**src/rtl/serial_add_sequencer.sv**
```systemverilog
// Bit-serial adder controller: one full-adder cell time-shared LSB first.
// start/busy/done handshake; {cout,sum} = a + b + cin after WIDTH cycles.
module serial_add_sequencer #(
  parameter  int WIDTH = 8,
  localparam int CW    = $clog2(WIDTH) + 1
) (
  input  logic             clk,
  input  logic             rst,
  input  logic             start,
  input  logic [WIDTH-1:0] a,
  input  logic [WIDTH-1:0] b,
  input  logic             cin,
  output logic             busy,
  output logic             done,
  output logic [WIDTH-1:0] sum,
  output logic             cout
);

  typedef enum logic [1:0] {
    IDLE,
    RUN,
    DONE
  } state_t;

  state_t           state_q;
  logic [CW-1:0]    cnt_q;
  logic             c_q;
  logic [WIDTH-1:0] a_q;
  logic [WIDTH-1:0] b_q;
  logic [WIDTH-1:0] sum_q;
  logic             busy_q;
  logic             done_q;
  logic             cout_q;

  logic ha1_s;
  logic ha1_c;
  logic s_d;
  logic c_d;

  // Full adder built from two half adders plus an OR for the carry.
  always_comb begin
    ha1_s = a_q[0] ^ b_q[0];
    ha1_c = a_q[0] & b_q[0];
    s_d   = ha1_s ^ c_q;
    c_d   = ha1_c | (ha1_s & c_q);
  end

  always_ff @(posedge clk or posedge rst) begin
    if (rst) begin
      state_q <= IDLE;
      cnt_q   <= '0;
      c_q     <= 1'b0;
      a_q     <= '0;
      b_q     <= '0;
      sum_q   <= '0;
      busy_q  <= 1'b0;
      done_q  <= 1'b0;
      cout_q  <= 1'b0;
    end else begin
      case (state_q)
        IDLE: begin
          if (start) begin
            a_q     <= a;
            b_q     <= b;
            c_q     <= cin;
            cnt_q   <= '0;
            sum_q   <= '0;
            cout_q  <= 1'b0;
            busy_q  <= 1'b1;
            state_q <= RUN;
          end
        end
        RUN: begin
          sum_q <= {s_d, sum_q[WIDTH-1:1]};
          a_q   <= a_q >> 1;
          b_q   <= b_q >> 1;
          c_q   <= c_d;
          cnt_q <= cnt_q + CW'(1);
          if (cnt_q == CW'(WIDTH - 1)) begin
            cout_q  <= c_d;
            done_q  <= 1'b1;
            state_q <= DONE;
          end
        end
        DONE: begin
          done_q  <= 1'b0;
          busy_q  <= 1'b0;
          state_q <= IDLE;
        end
        default: begin
          done_q  <= 1'b0;
          busy_q  <= 1'b0;
          state_q <= IDLE;
        end
      endcase
    end
  end

  assign busy = busy_q;
  assign done = done_q;
  assign sum  = sum_q;
  assign cout = cout_q;

endmodule

```
**config.mk**
```make
export PLATFORM = sky130hd
export DESIGN_NAME = serial_add_sequencer
export DESIGN_NICKNAME = d
export VERILOG_FILES = /design/src/rtl/serial_add_sequencer.sv
export SDC_FILE = /design/constraint.sdc
export NUM_CORES = 1
export LEC_CHECK = 0
export BUFFER_PORTS_ARGS = -buffer_cell sky130_fd_sc_hd__buf_2
export CAP_MARGIN = 20
export CORE_AREA = 2 2 68 87
export CTS_CLUSTER_SIZE = 28
export DETAILED_ROUTE_END_ITERATION = 8
export DIE_AREA = 0 0 70 89
export SLEW_MARGIN = 20
export SYNTH_ARGS = -nofsm -noshare
export SYNTH_HDL_FRONTEND = slang
export SYNTH_SLANG_ARGS = --single-unit
```
**constraint.sdc**
```tcl
create_clock -name clk -period 2.1 [get_ports clk]
set_input_delay 0.315 -clock clk [delete_from_list [all_inputs] [get_ports clk]]
set_output_delay 0.315 -clock clk [all_outputs]
set_load 0.03 [all_outputs]
```
==> results of run 1 <==
==> metal layers <==
layer	up-vias	track usage, %
met2	31	19.13
met1	576	14.77
met4	0	5.245
met5	-	0
met3	8	3.044
li1	608	-
==> how the worst max path moves through the flow <==
stage | slack [ps] | from | endpoint
global route | 260 | state_q[0]$_DFFE_PP0P_ | b_q[3]$_DFFE_PP0P_
detailed placement | 430 | state_q[0]$_DFFE_PP0P_ | b_q[3]$_DFFE_PP0P_
finish | 420 | state_q[0]$_DFFE_PP0P_ | b_q[3]$_DFFE_PP0P_
global placement | 460 | state_q[0]$_DFFE_PP0P_ | a_q[5]$_DFFE_PP0P_
floorplan | 940 | c_q$_DFFE_PP0P_ | cout$_DFFE_PP0P_
CTS | 410 | state_q[0]$_DFFE_PP0P_ | b_q[3]$_DFFE_PP0P_
==> flip-flops by register name (all words and copies together) (netlist names) <==
register and count:
a_q 8, b_q 8, sum 8, cnt_q 4
state_q 2, busy 1, c_q 1, cout 1
done 1
==> cells by family (layout without fill, tap and decap cells) <==
family | after synthesis | after routing | share of synthesized area (%)
buffers and inverters | 16 | 46 | 5.134
muxes | 1 | 1 | 0.6319
DFF | 34 | 34 | 53.71
adders and majority gates | 2 | 2 | 2.054
and+or+nand+nor | 35 | 35 | 12.24
AOI/OAI and AO/OA | 65 | 65 | 26.22
==> synthesized netlist by cell type, drive strengths merged <==
cell type   n  area [um^2]
a22oi      14        105.1
o21ai      20        100.1
o21bai      1        11.26
nand3       4        20.02
inv         5        18.77
clkbuf      2        7.510
o311ai      1        8.760
mux2i       1        10.01
and2b       1        7.510
nand2       7        26.28
nand3b      1        7.510
ha          1        12.51
a2bb2oi     4        35.03
a21oi      17        85.08
buf         9        55.05
nand2b      1        8.760
and3b       1        8.760
dfrtp      34        850.8
fa          1        20.02
nor2        4        15.01
nor2b      15        93.84
or3         1        6.260
a22o        8        70.07
==> worst min-delay path, cell delays in order <==
cell	delay (ps)
buf_2	90
inv_1	40
buf_4	380
==> final cells by class <==
class,count,share of cell area [%]
flip-flops and latches,34,45.79
clock buffers,7,4.108
inverters,5,1.010
well taps,64,4.310
repair buffers,34,9.697
multi-input cells,103,35.08
==> through the flow <==
step	instances	total power, mW
6_report	247	2.658
5_1_grt	247	2.878
4_1_cts	247	2.689
3_5_place_dp	240	2.236
3_3_place_gp	240	2.217
2_1_floorplan	153	1.973
==> power breakdown <==
group / switching, mW / internal, mW
combinational: 0.635 / 0.433
sequential: 0.230 / 0.913
clock: 0.218 / 0.228
==> qor.txt, run 1 <==
Status = finished clean
Arrival time worst endpoint = 1880 ps
Yosys cell types = 25
Worst-Margin Slew = 770.0 ps
CTS sink cnt = 34
Syn nets = 175
Count of pins over their slew limit = 0
Fill count = 586
RSZ-0062 raised after global routing = no
Initial antenna violation count = 0
VDD IR max = 586.1 uV
Worst flop-to-flop path endpoint = b_q[3]$_DFFE_PP0P_
Startpoint types = flip-flop
Pwr/cell area = 1430 nW/um^2
Gates resized, CTS repair = 0
Max-cap violation count = 0
Drt total wl = 3342 um
Setup TNS = 0 ps
Pre-antenna DRT Iters = 4
Hold_ws = 123.8 ps
GRT Total Usage = 11.72%
Synth warnings = 0
Top Layer Used = met4
Die Ht = 89 um
Number of synthesized register bits = 34
Hold Vio Cnt, Final = 0
P&R area growth vs syn = 17.30%
Commonest non-fill, non-tap cell in the layout = dfrtp_1
CP required = 2300 ps
Post-synthesis sequential area ratio = 53.71%
Setup violators final = 0
Number of nets in the layout = 205
Met2 WL post-DR = 1554 um
CP Class = reg2reg
Post-Place Setup Slack = 433.7 ps
Vias per cell = 4.951
Peak Freq = 596.8 MHz
CP peak stage delay = 700 ps
Num CTS Buffers = 5
DRT antenna net count = 0
Crit path cell chain = and2b_1 -> a22oi_1 -> o21ai_1
CTS max path bufs = 2
R2R depth = 3
Floorplan row count = 30
Slack of the critical path = 424.5 ps
Register clock-pin slew on the reported worst setup and hold paths = 60 ps
Worst Clk Skew = 3.037 ps
First-pass GRT wire length = 5754 um
Crit. End Element = flip-flop
CP Max Fanout = 22
Worst r2r src = state_q[0]$_DFFE_PP0P_
Clk_lat worst skew = 280 ps
WL per Instance = 13.53 um
DR iter-0 viols = 62
N_diodes = 0
Period utilization = 79.79%
Post-Syn Area = 1584 um^2
Core Region = 5330 um^2
Sequential cell area = 850.8 um^2
Die X = 70 um
DRC violations left = 0
DP Area = 1782 um^2
# IOs = 31
Rel. slew slack = 48.67%
Largest net degree at the start of global routing = 35
Number of stages on the worst setup path = 3
Final Util = 34.86%
P_leak = 0.8535 nW
CP delay by family, top = simple AND/OR/NAND/NOR gates
Via count = 1223
DP Wirelength = 2205 um
Tightest Hold Check Type = in2async
Syn avg cell area = 10.35 um^2
Grt ovf = 0
Worst path bufs/invs = 0
Routed met1 length = 1552 um
H-tree depth = 2
Tmin final = 1675 ps
Reg2reg setup slack = 420 ps
Hold Buf Count CTS = 0
Share of post-route cells with drive strength above 1 = 22.40%
Root buffer cell = clkbuf_8
CP max-delay cell = and2b_1
Design area = 1858 um^2
Starting Density = 29.72%
IO Port Bufs = 30
GPL Wtd Cong = 0.7036
Die area = 6230 um^2
Leading cell types in the layout, fill and taps excluded = dfrtp_1, buf_2, a21oi_1
Setup bufs post-CTS = 0
Vias in the first global route = 1223
CTS tree = done
Met3 WL = 179 um
Area occupied by multi-input gates = 651.9 um^2
Cell count after synthesis = 153
Note: power is estimated with default switching activity, not from simulation.
==> run 2: changes to the inputs <==
==> constraint.sdc (replaced) <==
create_clock -name clk -period 1.7 [get_ports clk]
set_input_delay 0.255 -clock clk [delete_from_list [all_inputs] [get_ports clk]]
set_output_delay 0.255 -clock clk [all_outputs]
set_load 0.03 [all_outputs]
==> run 2 against run 1 <==
Sequential power increased by 20%. Worst hold slack got worse by 69 ps. Largest cell class unchanged. Clock power increased by 36%. Non-clock buffer count increased by 5. Utilization increased by 1.0 points. Power increased by 28%. Final cell count increased by 2.4%. Critical path depth increased by 2. Register-to-register slack got worse by 70 ps.
==> qor.txt, run 2 (synthesized netlist as in run 1, its figures left out) <==
Status = finished clean
Via count = 1282 (+4.8%)
Clk_lat worst skew = 280 ps (about the same)
Leading cell types in the layout, fill and taps excluded = dfrtp_1, buf_2, a21oi_1
Peak Freq = 745.3 MHz (+25%)
DP Wirelength = 2347 um (+6.4%)
Die area = 6230 um^2 (unchanged)
Reg2reg setup slack = 360 ps (-70 ps)
Arrival time worst endpoint = 1540 ps (-340 ps)
DR iter-0 viols = 58 (-6.5%)
H-tree depth = 2 (unchanged)
DP Area = 1819 um^2 (+2.1%)
Commonest non-fill, non-tap cell in the layout = dfrtp_1
Startpoint types = flip-flop
CP required = 1900 ps (-400 ps)
Die X = 70 um (unchanged)
Pwr/cell area = 1775 nW/um^2 (+24%)
CP Class = reg2reg
Floorplan row count = 30 (unchanged)
Drt total wl = 3434 um (+2.8%)
Tmin final = 1342 ps (-333.7 ps)
Share of post-route cells with drive strength above 1 = 25.93% (+3.5 points)
Die Ht = 89 um (unchanged)
Starting Density = 29.72% (unchanged)
Setup violators final = 0 (unchanged)
Vias per cell = 5.067 (+2.3%)
Worst Clk Skew = 5.241 ps (+2.204 ps)
Hold Vio Cnt, Final = 0 (unchanged)
Num CTS Buffers = 5 (unchanged)
CTS max path bufs = 2 (unchanged)
First-pass GRT wire length = 5975 um (+3.8%)
DRC violations left = 0 (unchanged)
CTS tree = done
N_diodes = 0 (unchanged)
Sequential cell area = 850.8 um^2 (unchanged)
GRT Total Usage = 12.04% (+0.33 points)
Rel. slew slack = 71.36% (+23 points)
Worst flop-to-flop path endpoint = b_q[1]$_DFFE_PP0P_
Tightest Hold Check Type = in2async
CTS sink cnt = 34 (unchanged)
Initial antenna violation count = 0 (unchanged)
Crit. End Element = flip-flop
Setup TNS = 0 ps (unchanged)
Number of nets in the layout = 210 (+2.4%)
GPL Wtd Cong = 0.7161 (+1.8%)
IO Port Bufs = 30 (unchanged)
DRT antenna net count = 0 (unchanged)
Largest net degree at the start of global routing = 35 (unchanged)
Worst r2r src = state_q[1]$_DFFE_PP0P_
Design area = 1912 um^2 (+2.9%)
Setup bufs post-CTS = 0 (unchanged)
P_leak = 0.8883 nW (+4.1%)
Area occupied by multi-input gates = 653.1 um^2 (+0.19%)
VDD IR max = 715.2 uV (+22%)
Root buffer cell = clkbuf_8
RSZ-0062 raised after global routing = no
Period utilization = 78.93% (-0.85 points)
P&R area growth vs syn = 20.69%
Fill count = 553 (-5.6%)
Register clock-pin slew on the reported worst setup and hold paths = 70 ps (about the same)
Count of pins over their slew limit = 0 (unchanged)
WL per Instance = 13.57 um (+0.32%)
Pre-antenna DRT Iters = 5 (+1)
CP Max Fanout = 11 (-50%)
Max-cap violation count = 0 (unchanged)
R2R depth = 5 (+2)
Vias in the first global route = 1301 (+6.4%)
Grt ovf = 0 (unchanged)
Core Region = 5330 um^2 (unchanged)
Worst-Margin Slew = 429.6 ps (-340.4 ps)
# IOs = 31 (unchanged)
[run 2: metrics by stage]
step	total power, mW	cells	hold slack, ps	util (%)	setup WS, ps
after floorplan	2.437	153	396.6	-	535.0
after global placement	2.785	245	378.9	34.13	173.5
after detailed placement	2.819	245	376.6	34.13	164.3
after CTS	3.428	253	68.50	35.85	166.6
after global routing	3.673	253	80.49	35.87	198.9
final	3.394	253	55.10	35.87	358.2
[run 2: how the worst max path moves through the flow]
stage                                       from                  to  slack [ps]  depth (start not counted)
after floorplan                  c_q$_DFFE_PP0P_    cout$_DFFE_PP0P_         540                          3
after global placement    state_q[1]$_DFFE_PP0P_  b_q[3]$_DFFE_PP0P_         170                          3
after detailed placement  state_q[1]$_DFFE_PP0P_  b_q[1]$_DFFE_PP0P_         160                          3
after CTS                 state_q[1]$_DFFE_PP0P_  b_q[1]$_DFFE_PP0P_         170                          3
after global routing      state_q[1]$_DFFE_PP0P_  b_q[1]$_DFFE_PP0P_         200                          5
final                     state_q[1]$_DFFE_PP0P_  b_q[1]$_DFFE_PP0P_         360                          5
[run 2: worst max-delay path: stages, from the launching register on]
cell     delay [ps]
dfrtp_1         470
buf_4           210
nor2b_1         150
buf_4           200
a21oi_1          80
o21ai_0         140
[run 2: layout make-up]
| class | instances | area share (%) |
|---|---|---|
| Sequential cell | 34 | 44.50 |
| Timing Repair Buffer | 39 | 11.39 |
| Multi-Input combinational cell | 103 | 34.16 |
| Clock inverter | 1 | 0.2618 |
| Inverter | 5 | 0.9817 |
| Tap cell | 64 | 4.188 |
| Clock buffer | 7 | 4.516 |
[run 2: where the power goes]
part           switching [mW]  internal [mW]  total (mW)
combinational           0.842          0.577        1.42
sequential              0.239           1.13        1.37
clock                   0.280          0.326       0.606
total                    1.36           2.03        3.39
[run 2: per-layer routing]
metal,global-route usage (%),wire (um)
met4,4.196,33
met2,19.13,1660
met5,0,0
met1,15.18,1550
met3,4.622,190
[run 2: repair_timing]
item,4_1_cts,5_1_grt
setup endpoints to repair,0,4
resized for setup,0,1
hold buffers,0,0
==> run 3: changes to the inputs <==
==> constraint.sdc (replaced) <==
create_clock -name clk -period 1.3 [get_ports clk]
set_input_delay 0.195 -clock clk [delete_from_list [all_inputs] [get_ports clk]]
set_output_delay 0.195 -clock clk [all_outputs]
set_load 0.03 [all_outputs]
==> run 3 against run 2 <==
The flow now finishes with violations (negative hold slack). Worst hold slack got worse by 71 ps. Utilization increased by 1.1 points. Final cell count increased by 1.6%. Combinational power increased by 40%. Setup slack got worse by 250 ps. Critical endpoint is now cnt_q[3]$_DFFE_PP0P_. Largest power group unchanged.
==> qor.txt, run 3 (synthesized netlist as in run 1, its figures left out) <==
Setup bufs post-CTS = 0 (unchanged)
P&R area growth vs syn = 24.41%
Commonest non-fill, non-tap cell in the layout = dfrtp_1
Count of pins over their slew limit = 0 (unchanged)
Post-Place Cells = 249 (+1.6%)
Die area = 6230 um^2 (unchanged)
Flop pwr share = 38.8% (-1.5 points)
DRC violations left = 0 (unchanged)
Status = complete, but fails checks
Number of nets in the layout = 214 (+1.9%)
VDD IR max = 988.1 uV (+38%)
IO Port Bufs = 30 (unchanged)
Register clock-pin slew on the reported worst setup and hold paths = 80 ps (about the same)
GPL Wtd Cong = 0.7156 (about the same)
Floorplan row count = 30 (unchanged)
Switching portion of total power = 39.96% (-0.14 points)
Drt total wl = 3467 um (+0.96%)
WL per Instance = 13.49 um (-0.61%)
First-pass GRT wire length = 6182 um (+3.5%)
Arrival time worst endpoint = 1420 ps (-120 ps)
CP Max Fanout = 15 (+4)
Hold_ws = -16.09 ps (-71.19 ps)
Crit. End Element = flip-flop
Int Power = 2.774 mW (+36%)
CTS sink cnt = 34 (unchanged)
RSZ-0062 raised after global routing = yes
Fill count = 555 (+0.36%)
Die Ht = 89 um (unchanged)
CTS max path bufs = 2 (unchanged)
Worst Clk Skew = 6.484 ps (+1.243 ps)
Hold Buf Count CTS = 0 (unchanged)
Pwr/cell area = 2344 nW/um^2 (+32%)
DR iter-0 viols = 62 (+6.9%)
Starting Density = 29.72% (unchanged)
CTS tree = done
N_diodes = 0 (unchanged)
Peak Freq = 839.2 MHz (+13%)
Area occupied by multi-input gates = 669.4 um^2 (+2.5%)
H-tree depth = 2 (unchanged)
Die X = 70 um (unchanged)
Root buffer cell = clkbuf_8
Setup violators final = 0 (unchanged)
Startpoint types = flip-flop
Via count = 1270 (-0.94%)
Core Region = 5330 um^2 (unchanged)
# IOs = 31 (unchanged)
Hold Vio Cnt, Final = 11 (+11)
Sequential cell area = 852.1 um^2 (+0.15%)
Net Switching = 1.846 mW (+36%)
Failing checks = negative hold slack
Share of post-route cells with drive strength above 1 = 29.02% (+3.1 points)
GRT Total Usage = 12.63% (+0.59 points)
Vias in the first global route = 1325 (+1.8%)
Leading cell types in the layout, fill and taps excluded = dfrtp_1, buf_2, a21oi_1
Final Power = 4.620 mW (+36%)
Layout Cells excl Fill = 257 (+1.6%)
DRT antenna net count = 0 (unchanged)
Clk_lat worst skew = 290 ps (about the same)
Initial antenna violation count = 0 (unchanged)
DP Wirelength = 2361 um (+0.58%)
Pre-antenna DRT Iters = 4 (-1)
Max-cap violation count = 0 (unchanged)
Rel. slew slack = 70.90% (-0.47 points)
Vias per cell = 4.942 (-2.5%)
P_leak = 0.9086 nW (+2.3%)
Tmin final = 1192 ps (-150.2 ps)
Clock group share of total power = 18.0% (about the same)
Tightest Hold Check Type = in2async
Worst-Margin Slew = 436.5 ps (+6.994 ps)
CP Class = reg2reg
Combinational power share = 43.2% (+1.4 points)
Grt ovf = 0 (unchanged)
Largest net degree at the start of global routing = 35 (unchanged)
CP required = 1530 ps (-370 ps)
Period utilization = 91.66% (+13 points)
Num CTS Buffers = 5 (unchanged)
-- run 3: what timing repair did --
item,CTS,global route
resized for setup,0,6
endpoints found under the hold margin,0,0
endpoints found under the setup margin,0,21
-- run 3: cell type report --
class,count,area share (%)
multi-input cells,103,33.97
well taps,64,4.063
clock buffers,6,4.190
flip-flops and latches,34,43.24
clock inverters,2,0.6349
repair buffers,43,12.95
inverters,5,0.9524
-- run 3: path summary, 6_finish.rpt --
kind | from | end | slack, ps | depth (start not counted)
hold / removal | rst | b_q[0]$_DFFE_PP0P_ | -20 | 3
min in group clk | b[4] | b_q[4]$_DFFE_PP0P_ | 170 | 3
setup reg to reg | state_q[0]$_DFFE_PP0P_ | cnt_q[3]$_DFFE_PP0P_ | 110 | 4
setup / recovery | state_q[0]$_DFFE_PP0P_ | cnt_q[3]$_DFFE_PP0P_ | 110 | 4
max in group asynchronous | rst | state_q[1]$_DFFE_PP0P_ | 990 | 3
hold reg to reg | busy$_DFFE_PP0P_ | busy$_DFFE_PP0P_ | 500 | 2
-- run 3: per-stage QoR --
step           area (um^2)  setup TNS (ps)  hold slack [ps]  util (%)  setup slack, ps
3_3_place_gp          1849               0            322.4     34.69            79.63
3_5_place_dp          1849               0            322.3     34.69            71.21
4_1_cts               1944               0            11.11     36.48            54.76
2_1_floorplan         1584               0            336.6         -            135.0
5_1_grt               1971          -11.54            33.09     36.97           -11.54
6_report              1971               0           -16.09     36.97            108.4
-- run 3: critical path, cell delays in order, from the launching register on --
cell,delay (ps)
dfrtp_1,440
buf_6,200
nand2b_2,70
or3_1,340
nand3_1,80
-- run 3: routing by layer --
| metal | up-vias | wire, um | GRT usage (%) |
|---|---|---|---|
| li1 | 628 | - | - |
| met1 | 610 | 1596 | 16.11 |
| met2 | 28 | 1636 | 20.17 |
| met3 | 4 | 169 | 3.833 |
| met4 | 0 | 63 | 5.245 |
| met5 | - | 0 | 0 |
-- run 3: power by group through the flow --
stage	Clock [mW]	Combinational, mW	Sequential (mW)
after floorplan	0	1.18	2.01
after global placement	0	1.94	1.80
after detailed placement	0	1.98	1.80
after CTS	0.854	1.98	1.79
after global routing	0.899	2.24	1.86
final	0.832	1.99	1.79
